$ cat config.mk
export PLATFORM = sky130hd
export DESIGN_NAME = axicb_slv_guard
export DESIGN_NICKNAME = d
export VERILOG_FILES = /design/src/rtl/axicb_pkg.sv /design/src/rtl/axicb_slv_id_fifo.sv /design/src/rtl/axicb_slv_guard.sv
export SDC_FILE = /design/constraint.sdc
export NUM_CORES = 1
export LEC_CHECK = 0
export BUFFER_PORTS_ARGS = -buffer_cell sky130_fd_sc_hd__buf_2
export CAP_MARGIN = 40
export CORE_MARGIN = 10
export CORE_UTILIZATION = 55
export DETAILED_ROUTE_END_ITERATION = 8
export PLACE_DENSITY = 0.79
export RECOVER_POWER = 50
export SYNTH_ARGS = -nofsm -noshare
export SYNTH_HDL_FRONTEND = slang
export SYNTH_HIERARCHICAL = 1
export SYNTH_SLANG_ARGS = --single-unit
export TNS_END_PERCENT = 10
$ cat constraint.sdc
create_clock -name aclk -period 5.9 [get_ports aclk]
set_input_delay 0.885 -clock aclk [delete_from_list [all_inputs] [get_ports aclk]]
set_output_delay 0.885 -clock aclk [all_outputs]
set_load 0.02 [all_outputs]
$ cat src/rtl/axicb_pkg.sv
// Shared definitions for the crossbar: AXI response codes and the guard FSM states.
package axicb_pkg;

  localparam logic [1:0] RESP_OKAY   = 2'b00;
  localparam logic [1:0] RESP_SLVERR = 2'b10;

  typedef enum logic {
    RUN   = 1'b0,
    FLUSH = 1'b1
  } guard_state_t;

endpackage

$ cat src/rtl/axicb_slv_id_fifo.sv
// Show-ahead synchronous FIFO holding the IDs (and read lengths) of outstanding requests.
module axicb_slv_id_fifo #(
  parameter int WIDTH = 8,
  parameter int DEPTH = 4
) (
  input  logic             aclk,
  input  logic             srst,
  input  logic             push,
  input  logic [WIDTH-1:0] push_data,
  input  logic             pop,
  output logic [WIDTH-1:0] head,
  output logic             full,
  output logic             empty
);

  localparam int PTR_W = $clog2(DEPTH);

  logic [WIDTH-1:0] mem [DEPTH];
  logic [PTR_W-1:0] wr_ptr;
  logic [PTR_W-1:0] rd_ptr;
  logic [PTR_W:0]   count;

  always_ff @(posedge aclk) begin
    if (srst) begin
      wr_ptr <= '0;
      rd_ptr <= '0;
      count  <= '0;
    end else begin
      if (push)
        wr_ptr <= wr_ptr + 1'b1;
      if (pop)
        rd_ptr <= rd_ptr + 1'b1;
      if (push && !pop)
        count <= count + 1'b1;
      else if (!push && pop)
        count <= count - 1'b1;
    end
  end

  always_ff @(posedge aclk) begin
    if (push)
      mem[wr_ptr] <= push_data;
  end

  assign head  = mem[rd_ptr];
  assign full  = (count == (PTR_W+1)'(DEPTH));
  assign empty = (count == '0);

endmodule

$ cat src/rtl/axicb_slv_guard.sv
// Slave-side guard: outstanding limits, ID/length tracking and a watchdog that
// answers every pending transaction with SLVERR once the slave goes silent.
module axicb_slv_guard
  import axicb_pkg::*;
#(
  parameter int AXI_ADDR_W     = 8,
  parameter int AXI_ID_W       = 8,
  parameter int AXI_DATA_W     = 8,
  parameter int AXI_SIGNALING  = 0,
  parameter int MAX_OSTDREQ    = 4,
  parameter int TIMEOUT_ENABLE = 1,
  parameter int TIMEOUT_CYCLES = 1024,
  parameter int AWCH_W         = 8,
  parameter int WCH_W          = 8,
  parameter int BCH_W          = 8,
  parameter int ARCH_W         = 8,
  parameter int RCH_W          = 8
) (
  input  logic              aclk,
  input  logic              srst,
  input  logic              i_awvalid,
  output logic              i_awready,
  input  logic [AWCH_W-1:0] i_awch,
  input  logic              i_wvalid,
  output logic              i_wready,
  input  logic              i_wlast,
  input  logic [WCH_W-1:0]  i_wch,
  output logic              i_bvalid,
  input  logic              i_bready,
  output logic [BCH_W-1:0]  i_bch,
  input  logic              i_arvalid,
  output logic              i_arready,
  input  logic [ARCH_W-1:0] i_arch,
  output logic              i_rvalid,
  input  logic              i_rready,
  output logic              i_rlast,
  output logic [RCH_W-1:0]  i_rch,
  output logic              o_awvalid,
  input  logic              o_awready,
  output logic [AWCH_W-1:0] o_awch,
  output logic              o_wvalid,
  input  logic              o_wready,
  output logic              o_wlast,
  output logic [WCH_W-1:0]  o_wch,
  input  logic              o_bvalid,
  output logic              o_bready,
  input  logic [BCH_W-1:0]  o_bch,
  output logic              o_arvalid,
  input  logic              o_arready,
  output logic [ARCH_W-1:0] o_arch,
  input  logic              o_rvalid,
  output logic              o_rready,
  input  logic              o_rlast,
  input  logic [RCH_W-1:0]  o_rch,
  output logic              wr_timeout,
  output logic              rd_timeout
);

  localparam int              WD_W    = $clog2(TIMEOUT_CYCLES);
  localparam logic [WD_W-1:0] WD_LAST = WD_W'(TIMEOUT_CYCLES - 1);
  localparam int              RD_ENT_W = AXI_ID_W + 8;

  guard_state_t wr_state, wr_state_nxt;
  guard_state_t rd_state, rd_state_nxt;

  logic [AXI_ID_W-1:0] aw_id, ar_id, wr_head_id, rd_head_id;
  logic [7:0]          ar_len, rd_head_len, rd_beat;
  logic [RD_ENT_W-1:0] rd_head;
  logic                wr_push, wr_pop, wr_full, wr_empty, wr_resp_hs;
  logic                rd_push, rd_pop, rd_full, rd_empty, rd_resp_hs;
  logic                rd_beat_inc, rd_beat_clr;
  logic [WD_W-1:0]     wr_wd, rd_wd;

  logic [AXI_ID_W+1:0]            wr_err;
  logic [AXI_ID_W+AXI_DATA_W+1:0] rd_err;

  assign aw_id = i_awch[AWCH_W-1 -: AXI_ID_W];
  assign ar_id = i_arch[ARCH_W-1 -: AXI_ID_W];

  generate
    if (AXI_SIGNALING > 0) begin : g_len
      assign ar_len = i_arch[AXI_ADDR_W +: 8];
    end else begin : g_no_len
      assign ar_len = '0;
    end
  endgenerate

  assign {rd_head_id, rd_head_len} = rd_head;
  assign wr_err = {RESP_SLVERR, wr_head_id};
  assign rd_err = {RESP_SLVERR, rd_head_id, {AXI_DATA_W{1'b0}}};

  assign o_awch  = i_awch;
  assign o_wch   = i_wch;
  assign o_wlast = i_wlast;
  assign o_arch  = i_arch;

  assign wr_timeout = (wr_state == FLUSH);
  assign rd_timeout = (rd_state == FLUSH);

  axicb_slv_id_fifo #(
    .WIDTH (AXI_ID_W),
    .DEPTH (MAX_OSTDREQ)
  ) u_wr_fifo (
    .aclk      (aclk),
    .srst      (srst),
    .push      (wr_push),
    .push_data (aw_id),
    .pop       (wr_pop),
    .head      (wr_head_id),
    .full      (wr_full),
    .empty     (wr_empty)
  );

  axicb_slv_id_fifo #(
    .WIDTH (RD_ENT_W),
    .DEPTH (MAX_OSTDREQ)
  ) u_rd_fifo (
    .aclk      (aclk),
    .srst      (srst),
    .push      (rd_push),
    .push_data ({ar_id, ar_len}),
    .pop       (rd_pop),
    .head      (rd_head),
    .full      (rd_full),
    .empty     (rd_empty)
  );

  always_ff @(posedge aclk) begin
    if (srst) begin
      wr_state <= RUN;
      rd_state <= RUN;
      wr_wd    <= '0;
      rd_wd    <= '0;
      rd_beat  <= '0;
    end else begin
      wr_state <= wr_state_nxt;
      rd_state <= rd_state_nxt;
      wr_wd <= (TIMEOUT_ENABLE == 0 || wr_state == FLUSH || wr_empty || wr_resp_hs) ?
               '0 : wr_wd + 1'b1;
      rd_wd <= (TIMEOUT_ENABLE == 0 || rd_state == FLUSH || rd_empty || rd_resp_hs) ?
               '0 : rd_wd + 1'b1;
      if (rd_beat_clr)
        rd_beat <= '0;
      else if (rd_beat_inc)
        rd_beat <= rd_beat + 1'b1;
    end
  end

  // A slave response in the expiry cycle suppresses the flush.
  always_comb begin
    wr_state_nxt = wr_state;
    o_awvalid    = i_awvalid & ~wr_full;
    i_awready    = o_awready & ~wr_full;
    o_wvalid     = i_wvalid;
    i_wready     = o_wready;
    o_bready     = wr_empty | i_bready;
    i_bvalid     = o_bvalid & ~wr_empty;
    i_bch        = o_bch;
    wr_pop       = o_bvalid & i_bready & ~wr_empty;
    wr_resp_hs   = o_bvalid & o_bready;
    if (wr_state == RUN) begin
      if (TIMEOUT_ENABLE != 0 && !wr_empty && !wr_resp_hs && wr_wd == WD_LAST)
        wr_state_nxt = FLUSH;
    end else begin
      o_awvalid  = 1'b0;
      i_awready  = 1'b0;
      o_wvalid   = 1'b0;
      i_wready   = 1'b1;
      o_bready   = 1'b1;
      i_bvalid   = ~wr_empty;
      i_bch      = BCH_W'(wr_err);
      wr_pop     = ~wr_empty & i_bready;
      wr_resp_hs = 1'b0;
      if (wr_empty)
        wr_state_nxt = RUN;
    end
    wr_push = i_awvalid & i_awready;
  end

  // Flush beats resume from the beat counter so a half-delivered burst ends on ARLEN.
  always_comb begin
    rd_state_nxt = rd_state;
    o_arvalid    = i_arvalid & ~rd_full;
    i_arready    = o_arready & ~rd_full;
    o_rready     = rd_empty | i_rready;
    i_rvalid     = o_rvalid & ~rd_empty;
    i_rlast      = o_rlast;
    i_rch        = o_rch;
    rd_beat_inc  = o_rvalid & i_rready & ~rd_empty;
    rd_beat_clr  = rd_beat_inc & o_rlast;
    rd_resp_hs   = o_rvalid & o_rready;
    if (rd_state == RUN) begin
      if (TIMEOUT_ENABLE != 0 && !rd_empty && !rd_resp_hs && rd_wd == WD_LAST)
        rd_state_nxt = FLUSH;
    end else begin
      o_arvalid   = 1'b0;
      i_arready   = 1'b0;
      o_rready    = 1'b1;
      i_rvalid    = ~rd_empty;
      i_rlast     = (rd_beat == rd_head_len);
      i_rch       = RCH_W'(rd_err);
      rd_beat_inc = ~rd_empty & i_rready;
      rd_beat_clr = rd_beat_inc & i_rlast;
      rd_resp_hs  = 1'b0;
      if (rd_empty)
        rd_state_nxt = RUN;
    end
    rd_pop  = rd_beat_clr;
    rd_push = i_arvalid & i_arready;
  end

endmodule

==> run metrics <==
H-tree Lvls 3; FP Rows 34; vias in the first global route 3,061; pin count of the biggest net entering global routing 22; Post CTS Setup Buffer Count 0; Power Dens Cells 287 mW/mm^2; DRT antenna net count 0; Worst EP arrival 3700 ps; DR WL/cell 15.4 um; maximum clock path buffer count 2; Max Clk Rate 294 MHz; TritonCTS clock tree built; Mapped Avg Cell Area 13.0 um^2; metal2 WL 4590 um; grt total ovfl 0; M1 WL 3760 um; Setup TNS Final 0 ps; Final Instance Count excl. Fillers 578; slew margin rel. 0.414; Synth-to-Final Area Change 10.3%; Worst Hold Path EP rd_wd[0]; Gate Count Post-Synth 388; TritonCTS Buffers 9; DR iter-0 viols 182; initial antenna violation count 0; vias 2,981; Top Layer Used met4; I/O Pins 108; pin slew with the least headroom to its limit 879 ps; met3 WL post-DR 459 um; static leakage 2.08 nW; Worst-Skew Late Latency 360 ps; final worst-path cycle share 0.577; Die Ht 116 um; r2r endpoint u_rd_fifo/count[2]; Final min period 3400 ps; ANT cells 0; post_cts resized 0; DRC viols 0; Setup Skew 15.0 ps; Critical Path RT 6190 ps; crit path capture type flip-flop; GRT Total Usage 0.141; CP Launch Type flip-flop; Post-Syn Area 0.00506 mm^2; Clock Sinks 112; RD Place Congestion 0.739; global-route wire length before repair 15,100 um; Crit Path Category reg2reg; CTS Hold Buffers Added 0; R2R setup slack 2500 ps; Avg Vias per Cell 5.16; Nets 534; width of the die 116 um; worst min-delay path class reg2reg; maximum capacitance violations 0; worst r2r path cells 12; peak supply drop 0.000150 V; hold path startpoint rd_wd[0]; final setup fails 0; DIE AREA 0.0134 mm^2; fin. max-slew vios 0; status finished clean; I/O Buffers 73; unrepaired setup endpoints after global routing no; share of cells above drive strength 1 0.221; routed wire length 8910 um; worst-path fanout max 9; dpl cells 562; synth warn 6; clk slew on worst S/H paths 110 ps; Starting Density 0.571; WHS Path Cells 1; final-report hold violation count 0; CTS Root Cell clkbuf_8; DRT Pass-1 Iters 4; Final HPWL DP 6630 um; area of the core 0.00885 mm^2
## metal layers
layer / vias to the layer above / track usage
met2: 68 / 0.242
met5: - / 0
met4: 0 / 0.0492
met1: 1413 / 0.167
met3: 16 / 0.0403
li1: 1484 / -
## sequential cells by signal (all words and copies together) (netlist names), named ones only
signal and cells:
u_rd_fifo/count 3, u_wr_fifo/rd_ptr 2, u_wr_fifo/count 3, wr_timeout 1, rd_beat 8, rd_wd 10, rd_timeout 1, u_rd_fifo/wr_ptr 2
wr_wd 10, u_rd_fifo/mem 32, u_wr_fifo/wr_ptr 2, u_rd_fifo/rd_ptr 2, u_wr_fifo/mem 32
## final cells by class
cell class	instances	area, um^2
fillers	674	3270
flip-flops and latches	112	2880
multi-input cells	260	1980
repair buffers	73	354
well taps	108	135
clock buffers	9	124
clock inverters	7	70.1
inverters	9	33.8
## through the flow
stage / power [mW] / cell area (um^2) / worst slack (ps) / hold slack, ps / utilization
CTS: 1.62 / 5590 / 2470 / 479 / 0.632
global placement: 1.17 / 5390 / 2630 / 442 / 0.610
floorplan: 1.14 / 5170 / 2870 / 426 / -
finish: 1.60 / 5580 / 2500 / 475 / 0.630
detailed placement: 1.19 / 5390 / 2520 / 452 / 0.610
global route: 1.69 / 5580 / 2250 / 515 / 0.630
## cells in the final DEF, fill, tap and decap left out, types with 5 or more instances in the layout
master / n
and2_0: 6
o21ai_0: 5
inv_1: 9
clkbuf_1: 9
buf_2: 64
clkbuf_8: 9
or3_1: 8
nand4_1: 7
and2_1: 6
mux2i_1: 5
a21oi_1: 6
edfxtp_1: 64
nor3_1: 15
and3_1: 5
nor2b_1: 9
nand2_1: 15
nor2_1: 35
mux4_2: 11
nor3b_1: 6
xor2_1: 19
ha_1: 13
conb_1: 32
dfxtp_1: 48
mux4_1: 5
mux2_2: 9
nand3_1: 10
xnor2_1: 19
## where the power goes
part	switching, mW	internal (mW)
Clock	0.270	0.166
Combinational	0.147	0.113
Sequential	0.0398	0.867
## critical path, stage by stage, from the launching register on
cell     delay [ps]
dfxtp_1         600
mux4_1          630
xnor2_1         170
nand4_1         180
nor4_4          510
a41o_1          210
inv_1            60
ha_1            200
inv_1            80
fa_1            170
xor2_1           70
or3_1           310
a21oi_1         140
## how the worst max path moves through the flow
| stage | slack [ps] | to |
|---|---|---|
| 6_report | 2500 | u_rd_fifo/count[2] |
| 3_3_place_gp | 2630 | u_rd_fifo/count[2] |
| 3_5_place_dp | 2520 | u_rd_fifo/count[2] |
| 4_1_cts | 2470 | i_rlast |
| 2_1_floorplan | 2870 | u_rd_fifo/count[2] |
| 5_1_grt | 2250 | u_rd_fifo/count[2] |
No activity file was read; power rests on OpenSTA's default activity.
